==> src/rtl/alu_seq_pkg.sv <==
// ============================================================================
// Module      : alu_seq_pkg
// Description : Shared types and default sizes for the ALU op sequencer:
//               FSM state encoding, datapath width, register file depth and
//               register address width.
// Revision    : 1.0 - initial release
// ============================================================================
`default_nettype none

package alu_seq_pkg;

  localparam int DEF_WIDTH = 16;
  localparam int DEF_NREG  = 4;
  localparam int REG_AW    = $clog2(DEF_NREG);

  typedef enum logic [1:0] {
    S_IDLE = 2'd0,
    S_EXEC = 2'd1,
    S_RESP = 2'd2
  } state_t;

endpackage

`default_nettype wire

==> src/rtl/alu_seq_regfile.sv <==
// ============================================================================
// Module      : alu_seq_regfile
// Description : NREG x WIDTH register file with two combinational read ports
//               and one synchronous write port, cleared by synchronous reset.
// Revision    : 1.0 - initial release
// Ports       : clk, rst        - clock, synchronous active-high reset
//               we_i            - write enable
//               waddr_i/wdata_i - write address / data
//               raddr_a_i/rdata_a_o, raddr_b_i/rdata_b_o - read ports
// ============================================================================
`default_nettype none

module alu_seq_regfile
  import alu_seq_pkg::*;
#(
  parameter int WIDTH = DEF_WIDTH,
  parameter int NREG  = DEF_NREG,
  parameter int AW    = $clog2(NREG)
) (
  input  logic             clk,
  input  logic             rst,
  input  logic             we_i,
  input  logic [AW-1:0]    waddr_i,
  input  logic [WIDTH-1:0] wdata_i,
  input  logic [AW-1:0]    raddr_a_i,
  output logic [WIDTH-1:0] rdata_a_o,
  input  logic [AW-1:0]    raddr_b_i,
  output logic [WIDTH-1:0] rdata_b_o
);

  logic [WIDTH-1:0] regs_q [NREG];

  always_ff @(posedge clk) begin
    if (rst) begin
      for (int i = 0; i < NREG; i++) begin
        regs_q[i] <= '0;
      end
    end else if (we_i) begin
      regs_q[waddr_i] <= wdata_i;
    end
  end

  assign rdata_a_o = regs_q[raddr_a_i];
  assign rdata_b_o = regs_q[raddr_b_i];

endmodule

`default_nettype wire

==> src/rtl/alu_op_sequencer.sv <==
// ============================================================================
// Module      : alu_op_sequencer
// Description : Sequences register-level commands onto a combinational ALU.
//               Loads write the register file directly; ALU ops latch their
//               operands, give the ALU one EXEC cycle, write the result back
//               and present it on a valid/ready response port.
// Revision    : 1.0 - initial release
// Ports       : clk, rst                          - clock, sync active-high reset
//               cmd_valid_i/cmd_ready_o           - command handshake
//               cmd_ld_i, cmd_imm_i, cmd_opc_i    - load flag, immediate, opcode
//               cmd_rd_i, cmd_rs1_i, cmd_rs2_i    - register addresses
//               cmd_use_cf_i                      - carry-in from stored carry
//               alu_a_o, alu_b_o, alu_c_o, alu_opc_o - ALU operand drive
//               alu_w_i, alu_co_i, alu_zr_i       - ALU result and flags
//               res_valid_o/res_ready_i           - response handshake
//               res_data_o, res_co_o, res_zr_o    - captured result and flags
// ============================================================================
`default_nettype none

module alu_op_sequencer
  import alu_seq_pkg::*;
#(
  parameter int WIDTH = DEF_WIDTH,
  parameter int NREG  = DEF_NREG
) (
  input  logic                     clk,
  input  logic                     rst,
  input  logic                     cmd_valid_i,
  output logic                     cmd_ready_o,
  input  logic                     cmd_ld_i,
  input  logic [WIDTH-1:0]         cmd_imm_i,
  input  logic [2:0]               cmd_opc_i,
  input  logic [$clog2(NREG)-1:0]  cmd_rd_i,
  input  logic [$clog2(NREG)-1:0]  cmd_rs1_i,
  input  logic [$clog2(NREG)-1:0]  cmd_rs2_i,
  input  logic                     cmd_use_cf_i,
  output logic [WIDTH-1:0]         alu_a_o,
  output logic [WIDTH-1:0]         alu_b_o,
  output logic                     alu_c_o,
  output logic [2:0]               alu_opc_o,
  input  logic [WIDTH-1:0]         alu_w_i,
  input  logic                     alu_co_i,
  input  logic                     alu_zr_i,
  output logic                     res_valid_o,
  input  logic                     res_ready_i,
  output logic [WIDTH-1:0]         res_data_o,
  output logic                     res_co_o,
  output logic                     res_zr_o
);

  localparam int AW = $clog2(NREG);

  state_t state_q, state_d;

  logic [WIDTH-1:0] opa_q, opb_q;
  logic             cin_q;
  logic [2:0]       opc_q;
  logic [AW-1:0]    rd_q;
  logic             cf_q;
  logic [WIDTH-1:0] res_data_q;
  logic             res_co_q, res_zr_q;

  logic             exec;
  logic             accept;
  logic             rf_we;
  logic [AW-1:0]    rf_waddr;
  logic [WIDTH-1:0] rf_wdata;
  logic [WIDTH-1:0] rf_rdata_a, rf_rdata_b;

  // ---------------------------------------------------------------- FSM
  always_ff @(posedge clk) begin
    if (rst) begin
      state_q <= S_IDLE;
    end else begin
      state_q <= state_d;
    end
  end

  always_comb begin
    state_d     = state_q;
    cmd_ready_o = 1'b0;
    res_valid_o = 1'b0;
    exec        = 1'b0;
    case (state_q)
      S_IDLE: begin
        cmd_ready_o = 1'b1;
        // Loads complete in IDLE; only ALU ops leave it.
        if (cmd_valid_i && !cmd_ld_i) begin
          state_d = S_EXEC;
        end
      end
      S_EXEC: begin
        exec    = 1'b1;
        state_d = S_RESP;
      end
      S_RESP: begin
        res_valid_o = 1'b1;
        if (res_ready_i) begin
          state_d = S_IDLE;
        end
      end
      default: state_d = S_IDLE;
    endcase
  end

  assign accept = cmd_valid_i && cmd_ready_o;

  // ---------------------------------------------------------- register file
  // Loads only happen in IDLE and writeback only in EXEC, so one write port
  // suffices and the two sources never collide.
  assign rf_we    = (accept && cmd_ld_i) || exec;
  assign rf_waddr = exec ? rd_q    : cmd_rd_i;
  assign rf_wdata = exec ? alu_w_i : cmd_imm_i;

  alu_seq_regfile #(
    .WIDTH (WIDTH),
    .NREG  (NREG),
    .AW    (AW)
  ) u_regfile (
    .clk       (clk),
    .rst       (rst),
    .we_i      (rf_we),
    .waddr_i   (rf_waddr),
    .wdata_i   (rf_wdata),
    .raddr_a_i (cmd_rs1_i),
    .rdata_a_o (rf_rdata_a),
    .raddr_b_i (cmd_rs2_i),
    .rdata_b_o (rf_rdata_b)
  );

  // ------------------------------------------------------ operand registers
  // Operands are sampled at accept, so rd aliasing rs1/rs2 is harmless.
  always_ff @(posedge clk) begin
    if (rst) begin
      opa_q <= '0;
      opb_q <= '0;
      cin_q <= 1'b0;
      opc_q <= '0;
      rd_q  <= '0;
    end else if (accept && !cmd_ld_i) begin
      opa_q <= rf_rdata_a;
      opb_q <= rf_rdata_b;
      cin_q <= cmd_use_cf_i ? cf_q : 1'b0;
      opc_q <= cmd_opc_i;
      rd_q  <= cmd_rd_i;
    end
  end

  // ------------------------------------------------ carry flag and response
  always_ff @(posedge clk) begin
    if (rst) begin
      cf_q       <= 1'b0;
      res_data_q <= '0;
      res_co_q   <= 1'b0;
      res_zr_q   <= 1'b0;
    end else if (exec) begin
      cf_q       <= alu_co_i;
      res_data_q <= alu_w_i;
      res_co_q   <= alu_co_i;
      res_zr_q   <= alu_zr_i;
    end
  end

  assign alu_a_o    = opa_q;
  assign alu_b_o    = opb_q;
  assign alu_c_o    = cin_q;
  assign alu_opc_o  = opc_q;
  assign res_data_o = res_data_q;
  assign res_co_o   = res_co_q;
  assign res_zr_o   = res_zr_q;

endmodule

`default_nettype wire
==> config.mk <==
export PLATFORM = sky130hd
export DESIGN_NAME = alu_op_sequencer
export DESIGN_NICKNAME = d
export VERILOG_FILES = /design/src/rtl/alu_seq_pkg.sv /design/src/rtl/alu_seq_regfile.sv /design/src/rtl/alu_op_sequencer.sv
export SDC_FILE = /design/constraint.sdc
export NUM_CORES = 1
export LEC_CHECK = 0
export BUFFER_PORTS_ARGS = -buffer_cell sky130_fd_sc_hd__buf_4
export CAP_MARGIN = 20
export CORE_AREA = 8 8 106 108
export CTS_BUF_LIST = sky130_fd_sc_hd__clkbuf_2 sky130_fd_sc_hd__clkbuf_4 sky130_fd_sc_hd__clkbuf_8
export DETAILED_ROUTE_END_ITERATION = 12
export DIE_AREA = 0 0 114 116
export PLACE_DENSITY = 0.89
export SLEW_MARGIN = 0
export SYNTH_ARGS = -nofsm -noshare
export SYNTH_HDL_FRONTEND = slang
export SYNTH_SLANG_ARGS = --single-unit
==> constraint.sdc <==
create_clock -name clk -period 4.1 [get_ports clk]
set_clock_uncertainty 0.05 [all_clocks]
set_input_delay 0.205 -clock clk [delete_from_list [all_inputs] [get_ports clk]]
set_output_delay 0.205 -clock clk [all_outputs]
set_load 0.005 [all_outputs]
==> results of run 1 <==
-- kinds of logic (layout without fill, tap and decap cells) --
logic type	count (synthesis)	count (layout)	share of synthesized area
simple gates	120	120	0.110
mux	53	53	0.176
compound gates	64	64	0.0890
flops	122	122	0.583
buf+inv	41	169	0.0423
-- metal layers --
metal	vias up	routed length, um
met2	169	6040
met5	-	0
li1	1757	-
met3	12	1360
met1	1777	5050
met4	0	193
-- flip-flops by register name, indices dropped and copies added, names as in the netlist --
signal and flops:
alu_a_o 16, alu_b_o 16, alu_c_o 1, alu_opc_o 3
rd_q 2, res_co_o 1, res_data_o 16, res_zr_o 1
state_q 2, u_regfile.regs_q 64
-- synth_stat cells (3+ instances only) --
cell / number
mux2i_1: 21
nand2_1: 37
o21ai_1: 3
a21oi_1: 22
buf_2: 17
nor4bb_1: 3
edfxtp_1: 64
nor2_1: 22
a22o_1: 32
buf_6: 4
clkbuf_1: 11
inv_1: 3
nand2b_1: 3
dfxtp_1: 58
a31oi_2: 3
mux4_2: 32
buf_4: 5
nor3_1: 46
-- cell type report --
type / instances / area (um2)
flip-flops and latches: 122 / 3080
fillers: 662 / 2790
multi-input cells: 237 / 1990
repair buffers: 134 / 1090
clock buffers: 18 / 248
clock inverters: 14 / 171
well taps: 133 / 166
inverters: 3 / 11.3
-- where the power goes --
group	leakage, uW	switching, uW	internal, uW
sequential	0.00114	34.6	1340
clock	0.000205	495	620
combinational	0.00134	148	158
total	0.00268	677	2120
-- worst reg2reg max path, cell delays in order (launching register included) --
cell and delay, ns:
dfxtp_1 0.56, a21oi_1 0.11, or3_2 0.89, o21ai_1 0.56, buf_4 0.30
-- stage by stage --
step	instances	worst slack [ns]	cell area (um2)	power, uW	utilization
global placement	605	1.54	6080	1670	0.637
detailed placement	605	1.42	6080	1690	0.637
global route	661	1.13	6760	2890	0.708
CTS	659	1.36	6720	2800	0.704
floorplan	400	1.27	5290	1570	-
finish	661	1.33	6760	2800	0.708
-- worst paths after layout --
kind	startpoint	end	slack [ns]	cells past startpoint
max	state_q[0]$_SDFFE_PP0P_	u_regfile.regs_q[2][11]$_SDFFCE_PN0P_	1.33	4
min	cmd_rd_i[1]	rd_q[1]$_SDFFE_PP0P_	0.03	3
max reg2reg	state_q[0]$_SDFFE_PP0P_	u_regfile.regs_q[2][11]$_SDFFCE_PN0P_	1.33	4
min reg2reg	res_data_o[11]$_SDFFE_PP0P_	res_data_o[11]$_SDFFE_PP0P_	0.42	2
-- what timing repair did --
action                                 4_1_cts  5_1_grt
endpoints found under the hold margin       22        0
gates resized for setup                      0        0
hold buffers                                22        0
==> metrics.cfg, run 1 <==
[sta]
holdWs_ns = 0.0309
finalHoldViolations = 0
rsz0062_at_grt = false
finalSetupViolations = 0
setup_tns_ns = 0
finalMaxSlewViolations = 0
tightest_slew_ns = 1.07
slew_headroom = 0.288
max_freq_mhz = 360
fin_crit_ns = 2.77
post-route-period-util = 0.677

[route]
drc_errors = 0
wl_um = 12600
vias = 3715
wl_per_cell_um = 19.1
drtPass1Iterations = 4
drtIter0Drc = 345
routed_via_density = 5.62
postRouteAntennaNets = 0

[cells_and_area]
diodes = 0
layout.nets = 564
mostFrequentLayoutCells = 110 x buf_4, 64 x edfxtp_1, 58 x dfxtp_1
syn2layout_area_growth_pct = 27.8
drive_gt1_frac = 0.348
final_common_cell = buf_4

[synthesis]
yosysTopAreaCell = edfxtp_1
synth.distinct_cells = 30
ys_ff_latch = 122
synth_area_leaders = edfxtp_1 36%, dfxtp_1 22%, mux4_2 14%
ys_warn_count = 0
syn-mean-instance-area_um2 = 13.2
syn_inst = 400
dominantRegCellSynth = edfxtp_1
synth_edf_count = 64
async_flop_share = 0
synth.cell_area_um2 = 5290
syn_nets = 449
synth_top_area_frac = 0.363
ys_seq_area_frac = 0.583

[clock_network]
cts_made_buffers = 17
cts_root_buf = clkbuf_8
cts_setup_buffers = 0
tritoncts = built
cts_htree_levels = 4
clk_pin_slew_ns = 0.08
clkLatencyLatePin_ns = 0.43
cts.sinks = 122
cts_buffer_depth = 2

[floorplan]
core_um2 = 9550
die_y_um = 116
fp.dieW_um = 114
start_util = 0.554
design.die.area_um2 = 13200
io_pins = 105
fp-row-count = 36

[worst_setup_path]
critPathMaxStageDelay_ns = 0.89
arrival_ns = 2.84
end_kind = register
path_cells = a21oi_1, or3_2, o21ai_1, buf_4
startpoint_type = register
path_delay_family = simple AND/OR/NAND/NOR gates
cp_num_buf_inv = 1
cpMaxStageDelayCell = or3_2
crit_type = register to register
cp_max_fo = 67
cp_data_required_time_ns = 4.17

[grt]
first_global_vias = 3796
antenna_found_initial = 0
use_met1 = 0.224
grtUsageTotal = 0.196
grt_use_met2 = 0.315
grt_overflow = 0
grtUsageMet3 = 0.0938
grt_start_max_net_pins = 68
grt_pass1_wl_um = 19700
busiest_layer = met2

[place]
place_hpwl_um = 8750
place_congestion = 0.783
portBuffers = 104

[power]
leakage_uw = 0.00268
power_per_cell_area_nw_per_um2 = 414
ir_drop_v = 0.000221

[hold_path]
hold_path.class = primary input to register

[run_status]
status = complete, no violations

[run]
drv_cap = 0

Power figures use the tool's default switching activity.
==> inputs of run 2 (changes only) <==
--- a/config.mk
+++ b/config.mk
@@ -7,11 +7,11 @@
 export LEC_CHECK = 0
 export BUFFER_PORTS_ARGS = -buffer_cell sky130_fd_sc_hd__buf_4
 export CAP_MARGIN = 20
-export CORE_AREA = 8 8 106 108
+export CORE_AREA = 8 8 111 113
 export CTS_BUF_LIST = sky130_fd_sc_hd__clkbuf_2 sky130_fd_sc_hd__clkbuf_4 sky130_fd_sc_hd__clkbuf_8
 export DETAILED_ROUTE_END_ITERATION = 12
-export DIE_AREA = 0 0 114 116
-export PLACE_DENSITY = 0.89
+export DIE_AREA = 0 0 119 121
+export PLACE_DENSITY = 0.86
 export SLEW_MARGIN = 0
 export SYNTH_ARGS = -nofsm -noshare
 export SYNTH_HDL_FRONTEND = slang
==> constraint.sdc (replaced) <==
create_clock -name clk -period 2.4 [get_ports clk]
set_clock_uncertainty 0.05 [all_clocks]
set_input_delay 0.12 -clock clk [delete_from_list [all_inputs] [get_ports clk]]
set_output_delay 0.12 -clock clk [all_outputs]
set_load 0.005 [all_outputs]
==> run 2 against run 1 <==
Final cell count is 5.0% higher. Sequential cell count is the same. Routed wire length up 12%. Design area increased by 3.5%. Clock power up 78%. Utilization decreased by 4.8 points. Critical path depth increased by 2. Setup slack got worse by 1.0 ns. Worst hold slack got worse by 0.0042 ns. Power is 75% higher. Critical path type unchanged.
==> metrics.cfg, run 2 (same netlist as run 1, synthesis figures left out) <==
[cells_and_area]
fin_cells = 694  ; was 661
drive_gt1_frac = 0.348  ; about the same
syn2layout_area_growth_pct = 32.3  ; was 27.8%
largest_reg_flops = 64  ; unchanged
regArea_um2 = 3080  ; unchanged
utilization = 0.660  ; was 0.708
fillers = 746  ; was 662
largest_register = u_regfile.regs_q  ; unchanged
diodes = 0  ; unchanged
multiInputGateArea_um2 = 1990  ; unchanged
mostFrequentLayoutCells = 121 x buf_4, 64 x edfxtp_1, 58 x dfxtp_1  ; was 110 x buf_4, 64 x edfxtp_1, 58 x dfxtp_1
final_common_cell = buf_4  ; unchanged
layout.nets = 590  ; was 564

[clock_network]
clk_pin_slew_ns = 0.08  ; about the same
cts_made_buffers = 17  ; unchanged
cts_buffer_depth = 2  ; unchanged
cts.sinks = 122  ; unchanged
post_cts_resized = 0  ; unchanged
clkLatencyLatePin_ns = 0.43  ; about the same
cts_root_buf = clkbuf_8  ; unchanged
hold_buffers = 39  ; was 22
cts_htree_levels = 4  ; unchanged
tritoncts = built  ; unchanged
cts_setup_buffers = 0  ; unchanged

[sta]
finalSetupViolations = 0  ; unchanged
setup_tns_ns = 0  ; unchanged
fin_crit_ns = 2.12  ; was 2.77 ns
max_freq_mhz = 471  ; was 360 MHz
finalHoldViolations = 0  ; unchanged
rsz0062_at_grt = false  ; unchanged
finalMaxSlewViolations = 0  ; unchanged
holdWs_ns = 0.0268  ; was 0.0309 ns
post-route-period-util = 0.885  ; was 0.677
slew_headroom = 0.685  ; was 0.288
tightest_slew_ns = 0.467  ; was 1.07 ns

[route]
wl_um = 14200  ; was 12,600 um
drtPass1Iterations = 5  ; was 4
vias = 4062  ; was 3,715
routed_via_density = 5.85  ; was 5.62
postRouteAntennaNets = 0  ; unchanged
drc_errors = 0  ; unchanged
drtIter0Drc = 286  ; was 345
wl_per_cell_um = 20.5  ; was 19.1 um

[run_status]
status = complete, no violations  ; unchanged

[place]
place_hpwl_um = 9490  ; was 8750 um
place_inst = 623  ; was 605
place_congestion = 0.849  ; was 0.783
portBuffers = 104  ; unchanged

[floorplan]
core_um2 = 10600  ; was 9550 um2
io_pins = 105  ; unchanged
start_util = 0.499  ; was 0.554
fp-row-count = 38  ; was 36
fp.dieW_um = 119  ; was 114 um
design.die.area_um2 = 14400  ; was 13,200 um2
die_y_um = 121  ; was 116 um

[power]
leakage_uw = 0.00285  ; was 0.00268 uW
switchingPower_uw = 1100  ; was 677 uW
netSwitchingFraction = 0.223  ; was 0.242
internal-power_uw = 3810  ; was 2120 uW
power.share.sequential = 0.480  ; was 0.492
clkPwrFrac = 0.404  ; was 0.398
combPwrFrac = 0.116  ; was 0.109
power_per_cell_area_nw_per_um2 = 701  ; was 414 nW/um2
ir_drop_v = 0.000352  ; was 0.000221 V

[worst_setup_path]
critPathMaxStageDelay_ns = 0.58  ; was 0.89 ns
crit_type = register to register  ; unchanged
cp_max_fo = 15  ; was 67
cp_data_required_time_ns = 2.72  ; was 4.17 ns
cpMaxStageDelayCell = dlygate4sd3_1  ; was or3_2
arrival_ns = 2.44  ; was 2.84 ns
end_kind = register  ; unchanged
startpoint_type = register  ; unchanged
cp_num_buf_inv = 3  ; was 1
path_delay_family = buffers and inverters  ; was simple AND/OR/NAND/NOR gates
path_cells = nand2b_2, buf_4, buf_4, nand2_1, a21oi_1, dlygate4sd3_1  ; was a21oi_1, or3_2, o21ai_1, buf_4
cp_common_cell = buf_4

[run]
drv_cap = 0  ; unchanged

[grt]
grt_overflow = 0  ; unchanged
grtUsageTotal = 0.201  ; was 0.196
grt_start_max_net_pins = 49  ; was 68
antenna_found_initial = 0  ; unchanged
first_global_vias = 4359  ; was 3,796
grt_pass1_wl_um = 22600  ; was 19,700 um

[hold_path]
hold_path.class = primary input to register  ; unchanged

run 2: changes by cell type in the layout (fill, tap and decap cells not counted):
cell,delta
dlygate4sd3_1,+17
buf_4,+11
clkbuf_4,+4
clkinv_4,-3
clkinvlp_4,-3
clkinv_2,+2
inv_6,-2
buf_16,-1
buf_8,-1
bufinv_16,+1
clkbuf_8,+1
run 2: worst paths after layout:
| path | startpoint | end | slack (ns) | cells after the start |
|---|---|---|---|---|
| setup / recovery | state_q[1]$_SDFFE_PP0P_ | res_data_o[12]$_SDFFE_PP0P_ | 0.28 | 6 |
| hold / removal | rst | res_data_o[4]$_SDFFE_PP0P_ | 0.03 | 2 |
| setup reg to reg | state_q[1]$_SDFFE_PP0P_ | res_data_o[12]$_SDFFE_PP0P_ | 0.28 | 6 |
| hold reg to reg | res_data_o[8]$_SDFFE_PP0P_ | res_data_o[8]$_SDFFE_PP0P_ | 0.41 | 2 |
run 2: power by group through the flow:
stage,combinational (uW),clock (uW),sequential [uW]
6_report,568,1980,2350
5_1_grt,607,2080,2360
4_1_cts,566,2010,2350
3_5_place_dp,519,0,2400
3_3_place_gp,504,0,2380
2_1_floorplan,307,0,2380
run 2: stage by stage:
step	power, uW	cell area [um2]	worst slack (ns)
after floorplan	2690	5290	0.0333
after global placement	2890	6170	0.543
after detailed placement	2910	6170	0.474
after CTS	4930	7000	0.347
after global routing	5050	7000	0.187
final	4910	7000	0.275
run 2: worst reg2reg max path: stages (launching register included):
cell and delay [ns]:
dfxtp_1 0.41, nand2b_2 0.39, buf_4 0.25, buf_4 0.18, nand2_1 0.06, a21oi_1 0.15
dlygate4sd3_1 0.58
run 2: final cells by class:
| cell class | instances | area share |
|---|---|---|
| clock buffers | 23 | 0.0417 |
| repair buffers | 160 | 0.186 |
| multi-input cells | 237 | 0.285 |
| inverters | 3 | 0.00161 |
| well taps | 140 | 0.0250 |
| flip-flops and latches | 122 | 0.441 |
| clock inverters | 9 | 0.0207 |
run 2: layer usage:
layer | vias to the layer above | track usage | share of wire
li1 | 1812 | - | -
met1 | 1993 | 0.223 | 0.39
met2 | 232 | 0.332 | 0.49
met3 | 25 | 0.0740 | 0.095
met4 | 0 | 0.106 | 0.022
met5 | - | 0 | 0
